==> src/rtl/uart_fifo_pkg.sv <==
// rtl/uart_fifo_pkg.sv - shared UART/FIFO widths and the per-cycle request encoding
package uart_fifo_pkg;

  localparam int DBIT   = 8;  // UART data bits
  localparam int FIFO_W = 4;  // default FIFO address width

  typedef enum logic [1:0] {
    OP_HOLD = 2'b00,
    OP_POP  = 2'b01,
    OP_PUSH = 2'b10,
    OP_BOTH = 2'b11
  } fifo_op_e;

endpackage

==> src/rtl/uart_fifo_ctrl.sv <==
// rtl/uart_fifo_ctrl.sv - FIFO pointers, occupancy, empty/full and sticky error flags
import uart_fifo_pkg::*;

module fifo_ctrl #(
  parameter int W = FIFO_W
) (
  input  logic         clk,
  input  logic         reset_n,
  input  logic         i_wr,
  input  logic         i_rd,
  input  logic         i_clr_flags,
  output logic         o_we,
  output logic [W-1:0] o_w_ptr,
  output logic [W-1:0] o_r_ptr,
  output logic         o_empty,
  output logic         o_full,
  output logic [W:0]   o_count,
  output logic         o_overflow,
  output logic         o_underflow
);

  localparam logic [W:0] DEPTH = (W+1)'(1) << W;

  logic [W-1:0] r_w_ptr, r_r_ptr;
  logic [W:0]   r_count;
  logic         r_empty, r_full, r_overflow, r_underflow;

  fifo_op_e     w_op;
  logic         w_push, w_pop, w_ovf_evt, w_udf_evt;
  logic [W:0]   w_count_nxt;

  // Decode uses only registered empty/full, so wr/rd never reach status combinationally
  always_comb begin
    w_op      = fifo_op_e'({i_wr, i_rd});
    w_push    = 1'b0;
    w_pop     = 1'b0;
    w_ovf_evt = 1'b0;
    w_udf_evt = 1'b0;
    unique case (w_op)
      OP_POP:  if (r_empty) w_udf_evt = 1'b1; else w_pop  = 1'b1;
      OP_PUSH: if (r_full)  w_ovf_evt = 1'b1; else w_push = 1'b1;
      OP_BOTH: begin
        w_push = 1'b1;
        w_pop  = !r_empty;
      end
      default: ;
    endcase
    w_count_nxt = r_count + (W+1)'(w_push) - (W+1)'(w_pop);
  end

  always_ff @(posedge clk) begin
    if (!reset_n) begin
      r_w_ptr     <= '0;
      r_r_ptr     <= '0;
      r_count     <= '0;
      r_empty     <= 1'b1;
      r_full      <= 1'b0;
      r_overflow  <= 1'b0;
      r_underflow <= 1'b0;
    end else begin
      if (w_push) r_w_ptr <= r_w_ptr + W'(1);
      if (w_pop)  r_r_ptr <= r_r_ptr + W'(1);
      r_count     <= w_count_nxt;
      r_empty     <= (w_count_nxt == '0);
      r_full      <= (w_count_nxt == DEPTH);
      r_overflow  <= (r_overflow  && !i_clr_flags) || w_ovf_evt;
      r_underflow <= (r_underflow && !i_clr_flags) || w_udf_evt;
    end
  end

  assign o_we        = w_push;
  assign o_w_ptr     = r_w_ptr;
  assign o_r_ptr     = r_r_ptr;
  assign o_empty     = r_empty;
  assign o_full      = r_full;
  assign o_count     = r_count;
  assign o_overflow  = r_overflow;
  assign o_underflow = r_underflow;

endmodule

==> src/rtl/uart_fifo.sv <==
// rtl/uart_fifo.sv - first-word-fall-through FIFO for received UART bytes
import uart_fifo_pkg::*;

module uart_fifo #(
  parameter int B = DBIT,
  parameter int W = FIFO_W
) (
  input  logic         clk,
  input  logic         reset_n,
  input  logic         wr,
  input  logic [B-1:0] w_data,
  input  logic         rd,
  output logic [B-1:0] r_data,
  output logic         empty,
  output logic         full,
  output logic [W:0]   count,
  input  logic         clr_flags,
  output logic         overflow,
  output logic         underflow
);

  logic [B-1:0] r_mem [2**W];
  logic         w_we;
  logic [W-1:0] w_w_ptr, w_r_ptr;

  fifo_ctrl #(.W(W)) u_ctrl (
    .clk         (clk),
    .reset_n     (reset_n),
    .i_wr        (wr),
    .i_rd        (rd),
    .i_clr_flags (clr_flags),
    .o_we        (w_we),
    .o_w_ptr     (w_w_ptr),
    .o_r_ptr     (w_r_ptr),
    .o_empty     (empty),
    .o_full      (full),
    .o_count     (count),
    .o_overflow  (overflow),
    .o_underflow (underflow)
  );

  // Storage is deliberately not reset; contents are meaningless while empty
  always_ff @(posedge clk) begin
    if (w_we) r_mem[w_w_ptr] <= w_data;
  end

  assign r_data = r_mem[w_r_ptr];

endmodule

==> config.mk <==
export PLATFORM = sky130hd
export DESIGN_NAME = uart_fifo
export DESIGN_NICKNAME = d
export VERILOG_FILES = /design/src/rtl/uart_fifo_pkg.sv /design/src/rtl/uart_fifo_ctrl.sv /design/src/rtl/uart_fifo.sv
export SDC_FILE = /design/constraint.sdc
export NUM_CORES = 1
export LEC_CHECK = 0
export BUFFER_PORTS_ARGS = -buffer_cell sky130_fd_sc_hd__buf_2
export CORE_AREA = 3 3 100 102
export DETAILED_ROUTE_END_ITERATION = 10
export DIE_AREA = 0 0 103 105
export GPL_TIMING_DRIVEN = 0
export PLACE_DENSITY_LB_ADDON = 0.05
export RECOVER_POWER = 100
export SYNTH_ARGS = -nofsm -noshare
export SYNTH_HDL_FRONTEND = slang
export SYNTH_SLANG_ARGS = --single-unit
==> constraint.sdc <==
create_clock -name clk -period 6.3 [get_ports clk]
set_input_delay 0 -clock clk [delete_from_list [all_inputs] [get_ports clk]]
set_output_delay 0 -clock clk [all_outputs]
set_load 0.05 [all_outputs]
* After elaboration in Yosys (flattened, before gate mapping) *
Memory sizes are Yosys's and may differ from the RTL's. A register that Yosys moved wholly into a read port is not among the register bits.
Cells that the tools add are included.

operators by class
  $add $sub $neg = 4
  eq/ne operators = 4
  muxes and demuxes = 12
  reductions and logical operators = 7

operator list
  operator               count
  $add A4 B1 Y4 const B  2
  $mux W1                8
  $mux W4                2
  $add A5 B1 Y5          1
  $eq A5 B5 Y1 const B   1
  $logic_not A5 Y1       1
  $sub A5 B1 Y5          1
  $eq A2 B2 Y1 const B   2
  $pmux W1 S2            2
  $eq A2 B1 Y1 const B   1
  $logic_and A1 B1 Y1    2
  $logic_not A1 Y1       2
  $logic_or A1 B1 Y1     2

storage, ports and cells
  flip-flop bits (word level) = 17
  memory bits (writable) = 128
  input bits = 13
  output and inout bits = 17
  word-level logic and storage cells = 35
  memories kept = 1

memory list
  name   depth  bits a word  rd ports  clocked after memory_dff  wr ports  RTL line         RTL
  r_mem  16     8            1         1                         1         uart_fifo.sv:22  logic [B-1:0] r_mem [2**W];

* Longest topological paths before layout *
Gate-level depths: netlist of run 1.

  depth after elaboration = 5
  depth in mapped cells = 11
  mapped depth without buffers = 10

* Hierarchy *
A second synthesis of run 1 with hierarchy kept.

unflattened totals
  cells, all modules = 303
  area total of the unflattened synthesis = 5786.8 µm²

modules (own cells, without submodules)
  module     instances  cells each  area an instance (µm²)  sequential area each (µm²)
  uart_fifo  1          221         4987.3                  3843.7
  fifo_ctrl  1          82          799.5                   340.3

* Worst setup path before layout of run 1 *
Ideal clock, no wire load.

  path type = reg2reg
  start = register u_ctrl.r_empty, in the netlist u_ctrl.o_empty
  end = register u_ctrl.r_empty, in the netlist u_ctrl.o_empty
  library setup time = 101 ps
  data arrival time = 2302 ps
  data required time = 6199 ps
  slack = 3897 ps
  stages on the path, launching flop included = 11
  path buffers = 1
  clock period less this slack = 2403 ps
  cells stage by stage = dfxtp_1 > nor2b_1 > clkbuf_1 > o21ai_0 > ha_1 > inv_1 > fa_1 > nand2b_1 > a21oi_1 > xnor2_1 > o41ai_1

on the way
  longest elaborated chain between the ends = 4
  elaborated cells on any way between the ends = 5
  those cells by class = 1 x add/sub; 2 x mux; 2 x reduce/logical

ends and longest elaborated chain
  item                                                RTL line                                    RTL
  from (decl)                                         uart_fifo_ctrl.sv:26                        logic r_empty, r_full, r_overflow, r_underflow;
  from (signal assigned)                              uart_fifo_ctrl.sv:64                        r_empty <= (w_count_nxt == '0);
  $mux W1 / $logic_not A1 Y1 (equally long branches)  uart_fifo_ctrl.sv:40, uart_fifo_ctrl.sv:44
  $pmux W1 S2 *                                       uart_fifo_ctrl.sv:39                        unique case (w_op)
  $sub A5 B1 Y5 *                                     uart_fifo_ctrl.sv:48                        w_count_nxt = r_count + (W+1)'(w_push) - (W+1)'(w_pop);
  $logic_not A5 Y1 *                                  uart_fifo_ctrl.sv:64

Mark *: on every way between the ends. The rest lies on a longest branch, timed or not.
A chain may end at the register's enable or synchronous reset.

==> results.toml, run 1 <==
[finish]
mostFrequentLayoutCells = "edfxtp_1, clkbuf_1, dfxtp_1, mux4_2, nand2_1"
final_common_cell = "edfxtp_1"
synthToLayoutAreaGrowth_pct = 15.7
final_cells = 508
design_area_um2 = 6870
antennaDiodeCount = 0
final_layout_size_suffix_gt1_share_pct = 15.4
fin_util_pct = 74.7
nets = 407

[worst_setup_path]
worstRegToRegCells = 5
required_ns = 6.30
crit_type = "reg -> out"
crit_arrival_ns = 2.91
r2r_slack_ns = 3.87
crit_fanout = 10
crit_path_end_kind = "output pin"
rr_endpoint = "r_mem[1][1]"
r2r_start = "u_ctrl.o_full"
startpoint_type = "register"

[place]
dp.cells = 462
port_buffers = 29
dp_hpwl_mm = 7.20
place.gp.congestion = 0.785
dpl_cell_area_um2 = 6220
dp_slack_ns = 3.85

[die]
coreArea_um2 = 9200
dieArea_um2 = 10800
fp.dieH_um = 105
initial_core_util_pct = 64.6
rows = 35
die_w_um = 103
io_pins = 30

[synth]
ys_seq_area_share_pct = 71.8
synthCells = 322
yosysWarnings = 0
yosysUniqueCellTypes = 35
syn_area_per_cell_um2 = 18.4
syn-num-nets = 345
synth_area_um2 = 5940
ys_ff_latch = 149

[pwr]
powerDensity_nw_per_um2 = 369
power_leakage_nw = 2.30
power.total_mw = 2.54
ir_worst_vdd_v = 0.000393

[route]
routedWlPerCell_um = 22.1
drc = 0
dr.first_iter.drc_count = 233
ant_nets = 0
routed_wl_mm = 11.2
num_vias = 3041
vias_per_cell = 5.99
dr.pass1.iters = 4

[clocking]
clockRootBuffer = "clkbuf_8"
clk_pin_slew_ns = 0.06
clock_latency_ns = 0.52
clock_sinks = 149
htreeDepth = 4
clock_path_buffers = 2
cts_tree = "done"
cts.repair.resized = 0
numCtsBuffers = 17

[timing]
fmax_mhz = 343
setup_viol_count_final = 0
setup_ws_ns = 3.39
tightestPinTransition_ns = 1.38
final_hold_viol_count = 0
drv_slew = 0
rsz0062_at_grt = "false"
period_minus_slack_ns = 2.91
maxSlewHeadroom_pct = 7.24
fin_crit_sh_pct = 46.2
fin_skew_ns = 0.00994
setup_tns_ns = 0
whs_ns = 0.342

[hold_path]
min-delay-start = "reset_n"
min_to = "u_ctrl.o_full"
whs_path_depth = 3
hold_path_class = "in -> reg"

[run]
drv_cap = 0

[global_routing]
grt_max_degree = 17
grt_pass1_vias = 3154
use_met3_pct = 5.34
grt_util_met2_pct = 37.3
overflow = 0
top_usage_layer = "met2"
antenna_found_initial = 0
grt_first_pass_wirelength_mm = 17.7
track_usage_pct = 23.2
grt_use_met1_pct = 31.1

[outcome]
status = "complete, no violations"
## layer usage
metal / part of all wire (%) / routed length, um
met2: 52 / 5900
met3: 4.8 / 537
met1: 41 / 4620
met5: 0 / 0
met4: 1.5 / 174
## final cells by class
class | count | area (um^2)
sequential | 149 | 4260
fill | 551 | 2320
multi-input combinational | 147 | 1530
clock buffer | 18 | 418
timing repair buffer | 43 | 255
tap | 111 | 139
clock inverter | 14 | 129
buffer | 16 | 101
inverter | 10 | 37.5
## worst max path at each step
stage	from	end	slack, ns	depth (start not counted)
2_1_floorplan	u_ctrl.o_empty	u_ctrl.o_empty	3.90	10
3_3_place_gp	u_ctrl.o_full	r_mem[1][1]	3.88	5
3_5_place_dp	u_ctrl.o_full	r_mem[0][1]	3.85	5
4_1_cts	u_ctrl.o_full	r_mem[0][1]	3.83	5
5_1_grt	register	r_data[2]	3.27	6
6_report	register	r_data[0]	3.39	6
## synthesized netlist by cell type
cell type        instances  area share [%]
a21o_1                   1            0.13
mux4_2                  18             6.8
nand4_1                  1            0.11
a21oi_1                  2            0.17
nand3_1                  2            0.17
buf_2                    3            0.25
and2_0                   1            0.11
and3_1                   1            0.11
dfxtp_1                 21             7.1
a22oi_1                 16             2.0
nand2b_1                 5            0.53
nor2b_1                  6            0.63
clkbuf_1                 6            0.38
o41ai_1                  1            0.15
xor2_1                   2            0.29
and2b_1                  1            0.13
xnor2_1                  8             1.2
o22ai_1                  1            0.11
mux4_1                  14             6.2
nor2_1                  16             1.0
nor3_1                   4            0.34
fa_1                     1            0.34
edfxtp_1               128              65
nand2_1                 17             1.1
ha_1                     9             1.9
buf_6                    3            0.57
mux2i_1                  1            0.17
clkdlybuf4s25_2          3            0.51
a32oi_1                  1            0.15
inv_1                   10            0.63
and2_1                  15             1.6
o21ai_0                  1           0.084
a21boi_0                 1            0.13
and4b_1                  1            0.17
buf_4                    1            0.13
## kinds of logic (layout without fill, tap and decap cells)
kind of cell	count (synthesis)	in the layout	synth area share [%]
AND/OR/NAND/NOR	70	70	5.94
XOR/XNOR	10	10	1.47
multiplexers	33	33	13.2
flip-flops	149	149	71.8
adder cells (fa/ha/maj)	10	10	2.23
buffers and inverters	26	101	2.46
AO/OA/AOI/OAI	24	24	2.93
## registers in the layout, indices dropped and copies added, names as in the netlist, named ones only
signal              flops
r_mem                 128
u_ctrl.o_count          5
u_ctrl.o_empty          1
u_ctrl.o_full           1
u_ctrl.o_overflow       1
u_ctrl.o_r_ptr          4
u_ctrl.o_underflow      1
u_ctrl.o_w_ptr          4
## critical path, cell delays in order (launching register included)
cell	delay [ns]
dfxtp_1	0.32
buf_6	0.12
clkbuf_1	0.62
mux4_2	0.64
a22oi_1	0.26
nand2_1	0.12
clkbuf_1	0.31
## what timing repair did
item / 4_1_cts / 5_1_grt
buffers inserted: 0 / 0
hold buffers: 14 / 0
endpoints found under the hold margin: 137 / 0
## report_power, final
group          switching, mW  internal (mW)  leakage, nW  total, mW
Combinational          0.297          0.178        0.722      0.475
Clock                  0.395          0.527        0.254      0.922
Sequential            0.0235           1.12         1.33       1.14
Power figures use the tool's default switching activity.
==> inputs of run 2 (changes only) <==
- CORE_AREA: 3 3 100 102 -> 3 3 109 111
- DIE_AREA: 0 0 103 105 -> 0 0 112 114
- clock period: 6.3 -> 2.35 ns (I/O delays scaled with it)
==> run 2 against run 1 <==
  * Global-route usage is 2.5 points lower
  * Cell count is 7.3% higher
  * Die area is 18% higher
  * Power grew to 2.9 times the previous value
  * Clock skew hardly changed
  * Design area is 3.7% higher
==> results.toml, run 2 (same netlist as run 1, synthesis figures left out) <==
[finish]
antennaDiodeCount = 0
synthToLayoutAreaGrowth_pct = 20.1
n_fill_cell = 759
final_common_cell = "edfxtp_1"
mostFrequentLayoutCells = "edfxtp_1, clkbuf_1, mux4_2, dfxtp_1, nand2_1"
largest_reg_flops = 128
nets = 415
final_layout_size_suffix_gt1_share_pct = 23.5
top_register = "r_mem"

[hold_path]
min-delay-start = "reset_n"
whs_path_depth = 3
min_to = "u_ctrl.o_full"
hold_path_class = "in -> reg"

[die]
fp.dieH_um = 114
dieArea_um2 = 12800
io_pins = 30
die_w_um = 112
coreArea_um2 = 10900
initial_core_util_pct = 54.6
rows = 38

[timing]
maxSlewHeadroom_pct = 32.4
setup_viol_count_final = 0
rsz0062_at_grt = "true"
final_hold_viol_count = 0
fin_crit_sh_pct = 98.0
setup_ws_ns = 0.0466
drv_slew = 0
fin_skew_ns = 0.0101
tightestPinTransition_ns = 1.01
fmax_mhz = 434
period_minus_slack_ns = 2.30

[worst_setup_path]
worstRegToRegCells = 10
crit_fanout = 10
crit_arrival_ns = 2.30
required_ns = 2.35
crit_path_end_kind = "output pin"
crit_chain = "buf_6 > buf_8 > mux4_2 > a22oi_1 > nand2_1 > buf_2"
cp_slowest_cell = "mux4_2"
r2r_slack_ns = 0.13
r2r_start = "u_ctrl.o_full"
slowest_delay_ns = 0.54
rr_endpoint = "u_ctrl.o_full"
startpoint_type = "register"
crit_type = "reg -> out"

[pwr]
power_leakage_nw = 2.42
powerDensity_nw_per_um2 = 1020
power.total_mw = 7.31
p_seq_share_pct = 41.7
sw_frac_of_total_pct = 27.5
power_switching_mw = 2.01
intPower_mw = 5.30
ir_worst_vdd_v = 0.000673
comb_power_share_pct = 20.1
clkPwrFrac_pct = 38.2

[clocking]
clockRootBuffer = "clkbuf_8"
cts_tree = "done"
clock_sinks = 149
numCtsBuffers = 17
clk_pin_slew_ns = 0.06
clock_path_buffers = 2
htreeDepth = 4
clock_latency_ns = 0.53

[global_routing]
grt_pass1_vias = 3203
grt_max_degree = 17
track_usage_pct = 20.7
overflow = 0
antenna_found_initial = 0
grt_first_pass_wirelength_mm = 18.9

[route]
drc = 0
vias_per_cell = 5.64
num_vias = 3076
dr.pass1.iters = 5
routedWlPerCell_um = 22.0
dr.first_iter.drc_count = 283
routed_wl_mm = 12.0
ant_nets = 0

[place]
dp_hpwl_mm = 7.69
dp_slack_ns = -0.128
place.gp.congestion = 0.747
port_buffers = 29

[run]
drv_cap = 0

[outcome]
status = "complete, no violations"
run 2: cell types whose count changed in the layout (fill, tap and decap cells not counted), sizes merged:
cell,delta
clkbuf,-5
dlygate4sd3,+1
bufinv,+3
buf,+11
clkinvlp,-2
clkinv,+1
inv,-1
run 2: how the worst max path moves through the flow:
stage	start	to	slack, ns	depth (start not counted)
finish	register	r_data[7]	0.05	6
global route	u_ctrl.o_full	u_ctrl.o_full	-0.05	10
CTS	register	r_data[7]	-0.02	6
detailed placement	u_ctrl.o_empty	u_ctrl.o_empty	-0.13	11
global placement	u_ctrl.o_full	r_mem[0][3]	-0.17	5
floorplan	u_ctrl.o_empty	u_ctrl.o_empty	0.07	11
run 2: through the flow:
step	instance area, um^2	TNS [ns]	hold slack [ns]	utilization [%]	std cells
floorplan	5940	0	0.0989	-	322
global placement	6260	-4.09	0.310	57.5	491
detailed placement	6290	-0.131	0.327	57.8	495
CTS	7090	-0.0361	0.302	65.1	542
global route	7130	-0.123	0.364	65.5	545
finish	7130	0	0.336	65.5	545
run 2: layout make-up:
class / count / area, um^2 / share of cell area (%)
Sequential cell: 149 / 4260 / 59.8
Multi-Input combinational cell: 147 / 1580 / 22.1
Clock buffer: 17 / 414 / 5.81
Timing Repair Buffer: 51 / 324 / 4.54
Clock inverter: 15 / 203 / 2.84
Tap cell: 140 / 175 / 2.46
Buffer: 16 / 138 / 1.93
Inverter: 10 / 37.5 / 0.526
run 2: repair_timing:
item / 4_1_cts / 5_1_grt
gates resized for setup: 14 / 24
hold endpoints to repair: 137 / 0
pin swaps: 1 / 4
buffers inserted: 0 / 3
hold buffers: 15 / 0
endpoints found under the setup margin: 9 / 23
cloned: 0 / 0
run 2: layer usage:
metal / GRT usage (%) / vias to the layer above / share of wire (%)
met3: 5.46 / 10 / 5.1
li1: - / 1399 / -
met2: 34.5 / 90 / 53
met1: 26.7 / 1577 / 41
met5: 0 / - / 0
met4: 6.89 / 0 / 1.0
run 2: critical path: cells and delay by family (launching register included):
family	cells	cell delay (ns)
flops	1	0.33
mux	1	0.54
buf+inv	3	0.56
simple gates	1	0.12
compound gates	1	0.21
run 2: power groups by stage:
| stage | sequential (mW) | clock, mW | combinational [mW] |
|---|---|---|---|
| 4_1_cts | 3.05 | 2.85 | 1.39 |
| 2_1_floorplan | 3.25 | 0 | 0.844 |
| 3_5_place_dp | 3.11 | 0 | 1.33 |
| 6_report | 3.05 | 2.79 | 1.47 |
| 3_3_place_gp | 3.10 | 0 | 1.31 |
| 5_1_grt | 3.06 | 2.97 | 1.59 |
